**config.mk**
```make
export PLATFORM = sky130hd
export DESIGN_NAME = fetch_control
export DESIGN_NICKNAME = d
export VERILOG_FILES = /design/src/rtl/fetch_control.sv
export SDC_FILE = /design/constraint.sdc
export NUM_CORES = 1
export LEC_CHECK = 0
export CORE_UTILIZATION = 44
export DETAILED_ROUTE_END_ITERATION = 16
export PLACE_DENSITY_LB_ADDON = 0.25
export SETUP_SLACK_MARGIN = 0.15
export SYNTH_ARGS = -nofsm -noshare
export SYNTH_HDL_FRONTEND = slang
export SYNTH_SLANG_ARGS = --single-unit
```
**constraint.sdc**
```tcl
create_clock -name i_clk -period 3.46 [get_ports i_clk]
set_input_delay 0.519 -clock i_clk [delete_from_list [all_inputs] [get_ports i_clk]]
set_output_delay 0.519 -clock i_clk [all_outputs]
set_load 0.005 [all_outputs]
```
**src/rtl/fetch_control.sv**
```systemverilog
// Byte-serial instruction fetch controller: four big-endian byte reads per instruction, then hand the word to the execute unit.
// Optional build macro FETCH_CONTROL_MISALIGN_TRAP_EN: an unaligned PC at the start of a fetch halts instead of fetching.
module fetch_control #(
    parameter logic [31:0] RESET_PC   = 32'h0000_0000,
    parameter int          DATA_WIDTH = 8
) (
    input  logic                  i_clk,
    input  logic                  i_rst,
    output logic [31:0]           o_mem_addr,
    output logic                  o_mem_write,
    output logic [DATA_WIDTH-1:0] o_mem_data,
    input  logic [DATA_WIDTH-1:0] i_mem_data,
    output logic [31:0]           o_inst,
    output logic [31:0]           o_pc,
    input  logic [31:0]           i_exec_mem_addr,
    input  logic                  i_exec_mem_write,
    input  logic [DATA_WIDTH-1:0] i_exec_mem_data,
    output logic [DATA_WIDTH-1:0] o_exec_mem_data,
    input  logic                  i_ready,
    input  logic                  i_pc_change,
    input  logic [31:0]           i_new_pc,
    input  logic                  i_invalid_inst,
    output logic                  o_retire,
    output logic                  o_halted,
    output logic [1:0]            o_state
);

    // addi x0, x0, 0
    localparam logic [31:0] NOP_INST = 32'h0000_0013;

    typedef enum logic [1:0] {
        FETCH = 2'd0,
        EXEC  = 2'd1,
        HALT  = 2'd2
    } state_e;

    state_e      state_q, state_d;
    logic [1:0]  k_q, k_d;
    logic [31:0] pc_q, pc_d;
    logic [31:0] inst_q, inst_d;

    always_ff @(posedge i_clk) begin
        if (i_rst) begin
            state_q <= FETCH;
            k_q     <= 2'd0;
            pc_q    <= RESET_PC;
            inst_q  <= NOP_INST;
        end else begin
            state_q <= state_d;
            k_q     <= k_d;
            pc_q    <= pc_d;
            inst_q  <= inst_d;
        end
    end

    always_comb begin
        state_d     = state_q;
        k_d         = k_q;
        pc_d        = pc_q;
        inst_d      = inst_q;
        o_mem_addr  = 32'd0;
        o_mem_write = 1'b0;
        o_mem_data  = '0;
        o_inst      = NOP_INST;
        o_retire    = 1'b0;

        case (state_q)
            FETCH: begin
`ifdef FETCH_CONTROL_MISALIGN_TRAP_EN
                if (k_q == 2'd0 && pc_q[1:0] != 2'b00) begin
                    state_d = HALT;
                end else begin
`else
                begin
`endif
                    o_mem_addr = pc_q + {30'd0, k_q};
                    // Byte 0 lands in the most significant lane (big-endian).
                    case (k_q)
                        2'd0:    inst_d[31:24] = i_mem_data[7:0];
                        2'd1:    inst_d[23:16] = i_mem_data[7:0];
                        2'd2:    inst_d[15:8]  = i_mem_data[7:0];
                        default: inst_d[7:0]   = i_mem_data[7:0];
                    endcase
                    k_d = k_q + 2'd1;
                    if (k_q == 2'd3) begin
                        state_d = EXEC;
                    end
                end
            end
            EXEC: begin
                o_inst      = inst_q;
                o_mem_addr  = i_exec_mem_addr;
                o_mem_write = i_exec_mem_write;
                o_mem_data  = i_exec_mem_data;
                // An undecodable instruction halts even on its last cycle and never retires.
                if (i_invalid_inst) begin
                    state_d = HALT;
                end else if (i_ready) begin
                    o_retire = 1'b1;
                    pc_d     = i_pc_change ? i_new_pc : pc_q + 32'd4;
                    k_d      = 2'd0;
                    state_d  = FETCH;
                end
            end
            HALT: begin
                state_d = HALT;
            end
            default: begin
                state_d = HALT;
            end
        endcase
    end

    assign o_pc            = pc_q;
    assign o_halted        = (state_q == HALT);
    assign o_exec_mem_data = i_mem_data;
    assign o_state         = state_q;

endmodule

```
-- Word-level counts from Yosys, hierarchy flattened
Index checks and enable logic that the tools add are counted.
- input bits: 86
- output and inout port bits: 117
- bits in registers: 68
- word-level logic and storage cells: 46
- add/subtract/negate cells: 3
- bitwise gates (word level): 2
- eq/ne operators: 9
- muxes and demuxes: 14
- reduce and logical (&&, ||, !) cells: 11
- operators with widths (cell ; count):
    $mux W32 ; 2
    $pmux W32 S2 ; 1
    $add A32 B2 Y32 ; 1
    $add A32 B3 Y32 const B ; 1
    $reduce_and A2 Y1 ; 5
    $mux W2 ; 4
    $mux W8 ; 1
    $pmux W2 S2 ; 2
    $eq A2 B2 Y1 const B ; 3
    $ne A2 B2 Y1 const B ; 3
    $reduce_and A3 Y1 ; 2
    $eq A2 B1 Y1 const B ; 2
    $logic_not A2 Y1 ; 2
    $mux W1 ; 4
    $ne A3 B3 Y1 const B ; 1
    $reduce_or A3 Y1 ; 1
    $add A2 B1 Y2 const B ; 1
    $not A1 Y1 ; 2
    $reduce_bool A2 Y1 ; 1

-- Logic depth before layout (Yosys ltp)
Gate-level depths: netlist (run 1).
- depth in word-level cells: 4
- depth in mapped cells: 9
- mapped depth without buffers: 8

-- Least setup slack after synthesis (run 1)
Ideal clock, no wire load.
- kind: register -> output
- start: reg k_q[0]
- end: out o_mem_addr[24]
- cell stages (with the launch flop): 9
- path buffers: 0
- arrival: 2395 ps
- path slack: 546 ps
- data required time: 2941 ps
- path through: dfxtp_1 ha_1 inv_1 fa_1 nand4b_1 nor4_2 nand4_1 xnor2_1 o21a_1
- longest elaborated chain between the ends: 2
- RTL lines (element ; line ; RTL):
    start: declaration ; 38 ; logic [1:0] k_q, k_d;
    start signal: assignment ; 50 ; k_q <= k_d;
    $add A32 B2 Y32 ; 76 ; o_mem_addr = pc_q + {30'd0, k_q};
    $pmux W32 S2 ; 67 ; case (state_q)
    end: declaration ; 9 ; output logic [31:0] o_mem_addr,
No other way between the ends.

-- Worst setup path in the final report (run 1)
- start: reg pc_q[3], in the netlist o_pc[3]
- end: out o_mem_addr[14]
- longest elaborated chain between the ends: 2
- RTL lines (element ; line ; RTL):
    start: declaration ; 39 ; logic [31:0] pc_q, pc_d;
    start signal: assignment ; 51 ; pc_q <= pc_d;
    $add A32 B2 Y32 ; 76 ;
    $pmux W32 S2 ; 67 ;
No other way between the ends.

==> metrics.txt, run 1 <==
gpl congestion 0.922; biggest area consumer among synthesized cells dfxtp_1; maximum vdd drop 0.000163 V; min cycle time layout 3.32 ns; initial DRC count 382; RSZ-0062 raised after global routing yes; Final Routed Wirelength 17,100 um; final hold violation count 0; I/O pin count 203; Slowest-stage cell, CP nor4_1; Setup violations, final 0; Congestion Overflow GR 0; Core Region 0.0105 mm2; IO Port Bufs 202; critical path type register to output pin; synth cell count leaders 90 x nand2_1, 73 x a21oi_1, 68 x dfxtp_1; HP Class register to register; Die H 107 um; htree depth 3; share of the synthesized area in the top cell type 28.3%; FP Rows 37; power per cell area 266 mW/mm2; P&R area growth vs syn 51.4%; Worst-Skew Late Latency 0.34 ns; max-cap violation count 0; R2R depth 7; max-slew violation count 0; CTS tree done; ant diodes 0; Initial Utilization 46.0%; initial antenna violation count 0; Post-Place Worst Slack 0.145 ns; worst stage delay on the critical path 0.66 ns; number of flops mapped to enable cells by yosys 0; Slew @ Worst Pin 0.786 ns; Post-route DRC 0; all-layer global routing usage 29.7%; Critical Path End Type output pin; Post-DRT Antenna Nets 0; Cells after Synth 663; Pwr Total 1.94 mW; share of cells above drive strength 1 11.7%; Async SR Flop Fraction 0%; Area after DPL 0.00688 mm2; pin count of the biggest net entering global routing 53; syn_nets 757; final core occ 69.7%; synth warn 0; drt pass-1 iters 5; CP Capture Point o_mem_addr[14]; Clock Skews 0.0101 ns; count leader, synth nand2_1; RR Endpoint o_pc[28]$_SDFFE_PP0P_; Pleak 2.87 nW; Max Freq 301 MHz; clk sinks 68; reg-to-reg slack, setup 0.90 ns; syn avg cell area 7.26 um2; RR Startpoint o_state[0]$_SDFFE_PP0P_; Vias/cell 5.70; nets@finish 936; DIE AREA 0.0114 mm2; Final HPWL DP 12,500 um; status complete, no violations; Worst Setup SP o_pc[3]$_SDFFE_PP0P_; die width 107 um; Final WS setup 0.136 ns; Seq cells post-synth 68; Max Buffers Root-to-Sink 2; first-pass GRT wire length 26,900 um; worst-path fanout max 7; Worst Path Required 2.94 ns; root buffer cell clkbuf_8; Startpoint Class register; setup total negative slack 0 ns; register area 0.00139 mm2; Fillers 860; DR vias 5,608; Final period util 96.1%; Reg clk slew, reported paths 0.08 ns; fin area 0.00729 mm2; wire per inst 17.4 um; prevailing post-synth register cell dfxtp_1; synthesized area 0.00482 mm2; CTS Buf Count 9; Seq/Total Area, Yosys 28.3%; vias in the first global route 5,263; Critical Path AT 2.80 ns; crit path cell chain ha_4, nand3_2, nor4_1, nor2b_1, xor2_1, o21a_1, clkdlybuf4s50_1; Slew headroom 47.4%; count of cell types in the netlist 61; multi-input logic area 0.00315 mm2; synth top area cells dfxtp_1 28%, a21oi_1 7.6%, nand2_1 7.0%
placed cells by master (no fill, tap or decap), types with 4 or more instances in the layout:
cell type and n:
o21ai_0 14, o31ai_1 5, and3_1 14, a21o_1 6, mux2i_1 15, clkbuf_8 11
nand4_1 6, nor4_2 5, and2_1 41, dlymetal6s2s_1 4, nor4_1 6, nand2b_1 7
a22o_1 4, a22oi_1 10, nor3_1 19, ha_1 5, xor2_1 13, inv_1 22
dfxtp_1 53, o21a_1 16, nor2_1 51, dfxtp_2 12, a211oi_1 7, buf_4 33
a31oi_1 4, xnor2_2 4, a21oi_1 73, xnor2_1 11, nand2_1 89, nand3_1 14
nor2b_1 6, clkdlybuf4s50_1 196
worst min path at each step:
stage	slack, ns	from	cells past startpoint	end
3_3_place_gp	0.44	inst_q[30]$_SDFFE_PP0P_	2	inst_q[30]$_SDFFE_PP0P_
6_report	0.46	inst_q[18]$_SDFFE_PP0P_	2	inst_q[18]$_SDFFE_PP0P_
3_5_place_dp	0.44	inst_q[18]$_SDFFE_PP0P_	2	inst_q[18]$_SDFFE_PP0P_
2_1_floorplan	0.43	inst_q[0]$_SDFFE_PP1P_	1	inst_q[0]$_SDFFE_PP1P_
4_1_cts	0.45	inst_q[18]$_SDFFE_PP0P_	2	inst_q[18]$_SDFFE_PP0P_
5_1_grt	0.47	inst_q[18]$_SDFFE_PP0P_	2	inst_q[18]$_SDFFE_PP0P_
logic make-up (layout without fill, tap and decap cells):
kind of cell	after synthesis	in the layout	share of synthesized area, %
buffers and inverters	91	275	8.00
DFF	68	68	28.3
muxes	15	15	3.12
and+or+nand+nor	290	290	31.9
adders and majority gates	8	8	2.23
xor gates and xnor gates	28	28	5.09
AOI/OAI and AO/OA	163	163	21.4
per-stage QoR:
stage / instances / hold WS [ns]
6_report: 983 / 0.456
5_1_grt: 983 / 0.472
2_1_floorplan: 663 / 0.426
4_1_cts: 979 / 0.454
3_3_place_gp: 956 / 0.439
3_5_place_dp: 956 / 0.443
sequential cells by signal (all words and copies together) (netlist names):
| register | flops |
|---|---|
| k_q | 2 |
| o_state | 2 |
| o_pc | 32 |
| inst_q | 32 |
cell type report:
| cell class | instances | share of cell area, % |
|---|---|---|
| Inverter | 23 | 1.18 |
| Clock inverter | 4 | 0.652 |
| Timing Repair Buffer | 236 | 31.4 |
| Clock buffer | 12 | 2.13 |
| Multi-Input combinational cell | 504 | 43.2 |
| Tap cell | 136 | 2.33 |
| Sequential cell | 68 | 19.0 |
layer usage:
layer  track usage, %  routed length (um)
met2             50.6                8230
met5                0                   0
met3             5.53                1430
met4             9.39                 387
met1             37.7                7030
worst max-delay path: cells and delay by family, from the launching register on:
family | cells | cell delay, ns
adders and majority gates | 1 | 0.20
and+or+nand+nor | 3 | 1.06
DFF | 1 | 0.38
xor gates and xnor gates | 1 | 0.17
AOI/OAI and AO/OA | 1 | 0.14
buffers and inverters | 1 | 0.50
power breakdown:
group	switching (mW)	leakage, nW	internal [mW]	total, mW
logic	0.190	2.21	0.223	0.414
registers	0.0287	0.560	0.822	0.851
clock network	0.306	0.102	0.371	0.677
repair_timing:
item	in CTS	in global routing
gates resized for setup	14	25
pin swaps	4	3
setup endpoints to repair	20	20
hold buffers	0	0
setup buffers	7	4
No activity file was read; power rests on OpenSTA's default activity.
==> inputs of run 2 (changes only) <==
Settings changed: MAX_ROUTING_LAYER set to met4.
==> run 2 against run 1 <==
Against the previous run:
- utilization grew 0.12 points
- via count shrank 0.87%
- worst setup slack gained 0.017 ns
- register-to-register slack lost 0.06 ns
- global-route usage grew 0.78 points
- critical endpoint is now o_mem_addr[18]
- sequential cell count is the same
- wire length grew 0.12%
- clock power grew 9.2%
- total power grew 3.1%
- clock-buffer cell count shrank 2
==> metrics.txt, run 2 (synthesis results as in run 1) <==
Vias/cell 5.65; htree depth 3; CTS tree done; most frequent cells in the layout 194 x clkdlybuf4s50_1, 89 x nand2_1, 73 x a21oi_1, 53 x dfxtp_1, 51 x nor2_1; Hold Crit Start inst_q[16]$_SDFFE_PP0P_; Final HPWL DP 12,700 um; Worst-Skew Late Latency 0.33 ns; Area after DPL 0.00691 mm2; DR vias 5,559; I/O pin count 203; vias in the first global route 5,300; pin count of the biggest net entering global routing 44; Max Freq 302 MHz; first-pass GRT wire length 26,600 um; final hold violation count 0; Pleak 2.90 nW; Final WS setup 0.153 ns; max-slew violation count 0; share of cells above drive strength 1 11.6%; RR Endpoint o_pc[28]$_SDFFE_PP0P_; R2R depth 7; Post-DRT Antenna Nets 0; Post-Place Worst Slack 0.126 ns; IO Port Bufs 202; Setup violations, final 0; Worst Setup SP k_q[0]$_SDFFE_PP0P_; Critical Path AT 2.79 ns; status complete, no violations; Slew headroom 42.9%; Clock Skews 0.00684 ns; nets@finish 937; Congestion Overflow GR 0; Initial Utilization 46.0%; wire per inst 17.4 um; fin area 0.00731 mm2; Max Buffers Root-to-Sink 2; critical path type register to output pin; root buffer cell clkbuf_8; Startpoint Class register; CTS Buf Count 9; final core occ 69.8%; initial antenna violation count 0; maximum vdd drop 0.000214 V; reg-to-reg slack, setup 0.84 ns; Slew @ Worst Pin 0.853 ns; register area 0.00139 mm2; Critical Path End Type output pin; Final Routed Wirelength 17,100 um; ant diodes 0; max-cap violation count 0; all-layer global routing usage 30.4%; setup total negative slack 0 ns; P&R area growth vs syn 51.7%; drt pass-1 iters 5; WHS Endpoint inst_q[16]$_SDFFE_PP0P_; Die H 107 um; most common cell after layout, fill and taps aside clkdlybuf4s50_1; die width 107 um; Reg clk slew, reported paths 0.08 ns; multi-input logic area 0.00313 mm2; Worst Path Required 2.94 ns; FP Rows 37; HP Class register to register; DIE AREA 0.0114 mm2; Fillers 854; Post-route DRC 0; Final period util 95.6%; RR Startpoint o_state[0]$_SDFFE_PP0P_; clk sinks 68; Core Region 0.0105 mm2; worst-path fanout max 5; power per cell area 274 mW/mm2; min cycle time layout 3.31 ns; RSZ-0062 raised after global routing yes; CTS Hold Buffers Added 0; Worst Hold Depth 2; initial DRC count 353; gpl congestion 0.930
## run 2: cell types whose count changed in the layout (fill, tap and decap cells not counted), moves of 2 or more
cell | before | now
clkinv_4 | 0 | 2
xnor2_2 | 4 | 0
nand3_1 | 14 | 16
xnor2_1 | 11 | 15
dlymetal6s2s_1 | 4 | 6
clkdlybuf4s50_1 | 196 | 194
nand3_2 | 3 | 1
## run 2: report_power, final
part	internal (mW)	leakage, nW	switching, mW
Sequential	0.821	0.561	0.0291
Clock	0.426	0.116	0.314
Combinational	0.224	2.22	0.188
Total	1.47	2.90	0.531
## run 2: cell type report
| type | count | area share (%) |
|---|---|---|
| Sequential cell | 68 | 19.0 |
| Inverter | 23 | 1.18 |
| Timing Repair Buffer | 237 | 31.6 |
| Tap cell | 136 | 2.33 |
| Multi-Input combinational cell | 504 | 42.8 |
| Clock inverter | 6 | 1.20 |
| Clock buffer | 10 | 1.88 |
## run 2: through the flow
stage          cells  hold WS (ns)  total power [mW]
2_1_floorplan    663         0.426              1.06
3_3_place_gp     960         0.439              1.27
3_5_place_dp     960         0.443              1.28
4_1_cts          980         0.456              2.02
5_1_grt          984         0.478              2.09
6_report         984         0.455              2.00
## run 2: worst max path at each step
stage	end	slack (ns)	depth (start not counted)
floorplan	o_mem_addr[24]	0.55	8
CTS	o_mem_addr[30]	0.11	7
finish	o_mem_addr[18]	0.15	10
global route	o_mem_addr[18]	0.06	10
global placement	o_mem_addr[28]	0.28	10
detailed placement	o_mem_addr[18]	0.13	10
## run 2: what timing repair did
item | 4_1_cts | 5_1_grt
pin swaps | 4 | 4
cloned | 0 | 0
endpoints found under the setup margin | 18 | 20
gates resized for setup | 16 | 23
buffers inserted | 4 | 4
## run 2: worst max-delay path, cell delays in order (launching register included)
cell             delay, ns
dfxtp_4               0.36
ha_2                  0.17
inv_1                 0.05
fa_2                  0.35
nand4b_1              0.22
nor4_2                0.18
buf_4                 0.20
nand3_1               0.10
xnor2_1               0.17
o21a_1                0.14
clkdlybuf4s50_1       0.50
## run 2: layer usage
metal  wire, um  up-vias  GRT usage [%]
met3       1300       31           3.59
met1       7160     2583           37.9
met2       8280      289           50.9
li1           -     2656              -
met5          0        -              -
met4        347        0           10.9
==> inputs of run 3 (changes only) <==
Settings changed: CORE_ASPECT_RATIO set to 1.5, CORE_UTILIZATION 44 to 39.
Clock period 3.46 ns to 2.9 ns, I/O delays scaled along.
==> run 3 against run 2 <==
Against the previous run:
- the flow now finishes with violations (setup timing)
- total power is 36% higher
- hold slack worse by 0.0078 ns
- clock-buffer cell count is 1 higher
- critical path depth is 2 higher
- register-to-register slack worse by 0.22 ns
- non-clock buffer count is 54 higher
- die area is 13% higher
- critical path type unchanged
==> metrics.txt, run 3 (synthesis results as in run 1) <==
post-route insts no fill 1,054; Seq pwr share 37.0%; all-layer global routing usage 29.8%; Fillers 1,034; min cycle time layout 3.03 ns; Reg clk slew, reported paths 0.05 ns; Critical Path End Type output pin; wire per inst 17.7 um; max-slew violation count 0; Post-route DRC 0; Critical Path AT 2.59 ns; Max Freq 330 MHz; initial DRC count 302; nets@finish 991; combinational share of power 18.6%; Post-DRT Antenna Nets 0; RSZ-0062 raised after global routing yes; die width 92.7 um; Final HPWL DP 13,400 um; share of cells above drive strength 1 20.5%; most common cell after layout, fill and taps aside clkdlybuf4s50_1; DR vias 5,808; Area after DPL 0.00722 mm2; Final Routed Wirelength 18,700 um; Setup violations, final 6; Int Pwr 2.04 mW; root buffer cell clkbuf_16; RR Startpoint o_pc[3]$_SDFFE_PP0P_; CTS tree done; P&R area growth vs syn 67.0%; Pleak 3.47 nW; Final WS setup -0.129 ns; status finished, violations left; power share of the clock group 44.3%; FP Rows 49; Startpoint Class register; initial antenna violation count 0; IO Port Bufs 202; Max Buffers Root-to-Sink 2; Slew headroom 47.5%; worst hold slack 0.448 ns; DIE AREA 0.0128 mm2; Clock Skews 0.0103 ns; Die H 138 um; Hold Crit Start inst_q[9]$_SDFFE_PP0P_; maximum vdd drop 0.000281 V; final hold violation count 0; I/O pin count 203; Net Sw Frac 25.2%; clk sinks 68; Post-Place Worst Slack -0.221 ns; ant diodes 0; multi-input logic area 0.00337 mm2; Worst Path Required 2.47 ns; Worst-Skew Late Latency 0.34 ns; power per cell area 339 mW/mm2; max-cap violation count 0; vias in the first global route 5,694; CTS Buf Count 9; pin count of the biggest net entering global routing 46; fin area 0.00804 mm2; Core Region 0.0120 mm2; Vias/cell 5.51; critical path type register to output pin; most frequent cells in the layout 175 x clkdlybuf4s50_1, 88 x nand2_1, 78 x buf_4, 72 x a21oi_1, 54 x dfxtp_1; Worst Setup SP k_q[0]$_SDFFE_PP0P_; sw power 0.686 mW; HP Class register to register; failing checks setup timing; Final period util 104%; htree depth 3; first-pass GRT wire length 29,300 um; setup total negative slack -0.286 ns; Initial Utilization 40.1%; gpl congestion 0.916; placed insts 1,011; Congestion Overflow GR 0; worst-path fanout max 5; Slew @ Worst Pin 0.782 ns; register area 0.00139 mm2; drt pass-1 iters 5
## run 3: cell type report
type	count	share of cell area [%]
Clock buffer	11	3.14
Clock inverter	4	0.902
Inverter	23	1.07
Multi-Input combinational cell	504	41.9
Sequential cell	68	17.3
Tap cell	153	2.38
Timing Repair Buffer	291	33.3
## run 3: stage by stage
stage	total power [mW]	util, %
global placement	1.53	60.1
detailed placement	1.54	60.1
global route	2.83	66.9
CTS	2.73	66.0
finish	2.73	66.9
floorplan	1.27	-
## run 3: power by group through the flow
stage	Clock (mW)	Combinational, mW	Sequential (mW)
floorplan	0	0.241	1.02
global placement	0	0.501	1.03
detailed placement	0	0.513	1.03
CTS	1.21	0.508	1.01
global route	1.26	0.556	1.02
finish	1.21	0.508	1.01
## run 3: worst max-delay path: stages, from the launching register on
cell      delay, ns
dfxtp_2        0.35
ha_4           0.15
inv_2          0.04
fa_2           0.38
nand4b_1       0.26
nor4_4         0.20
buf_6          0.17
buf_6          0.11
buf_6          0.09
nand3_4        0.07
xnor2_2        0.16
o21a_1         0.16
buf_2          0.12
## run 3: path summary, 6_finish.rpt
| check | slack, ns | depth (start not counted) | end |
|---|---|---|---|
| worst max register to register | 0.62 | 7 | o_pc[22]$_SDFFE_PP0P_ |
| worst max-delay path | -0.13 | 12 | o_mem_addr[28] |
| worst min-delay path | 0.45 | 2 | inst_q[9]$_SDFFE_PP0P_ |
| worst min register to register | 0.45 | 2 | inst_q[9]$_SDFFE_PP0P_ |
## run 3: repair_timing
action | in CTS | in global routing
setup endpoints to repair | 68 | 63
resized for setup | 114 | 34
endpoints found under the hold margin | 0 | 0
pin swaps | 29 | 16
buffers inserted | 18 | 10
hold buffers | 0 | 0
gates cloned | 0 | 0
## run 3: metal layers
metal  share of wire (%)  track usage (%)
met5                   0                -
met1                  38             33.4
met4                 3.6             10.9
met2                  52             52.6
met3                 6.0             4.57
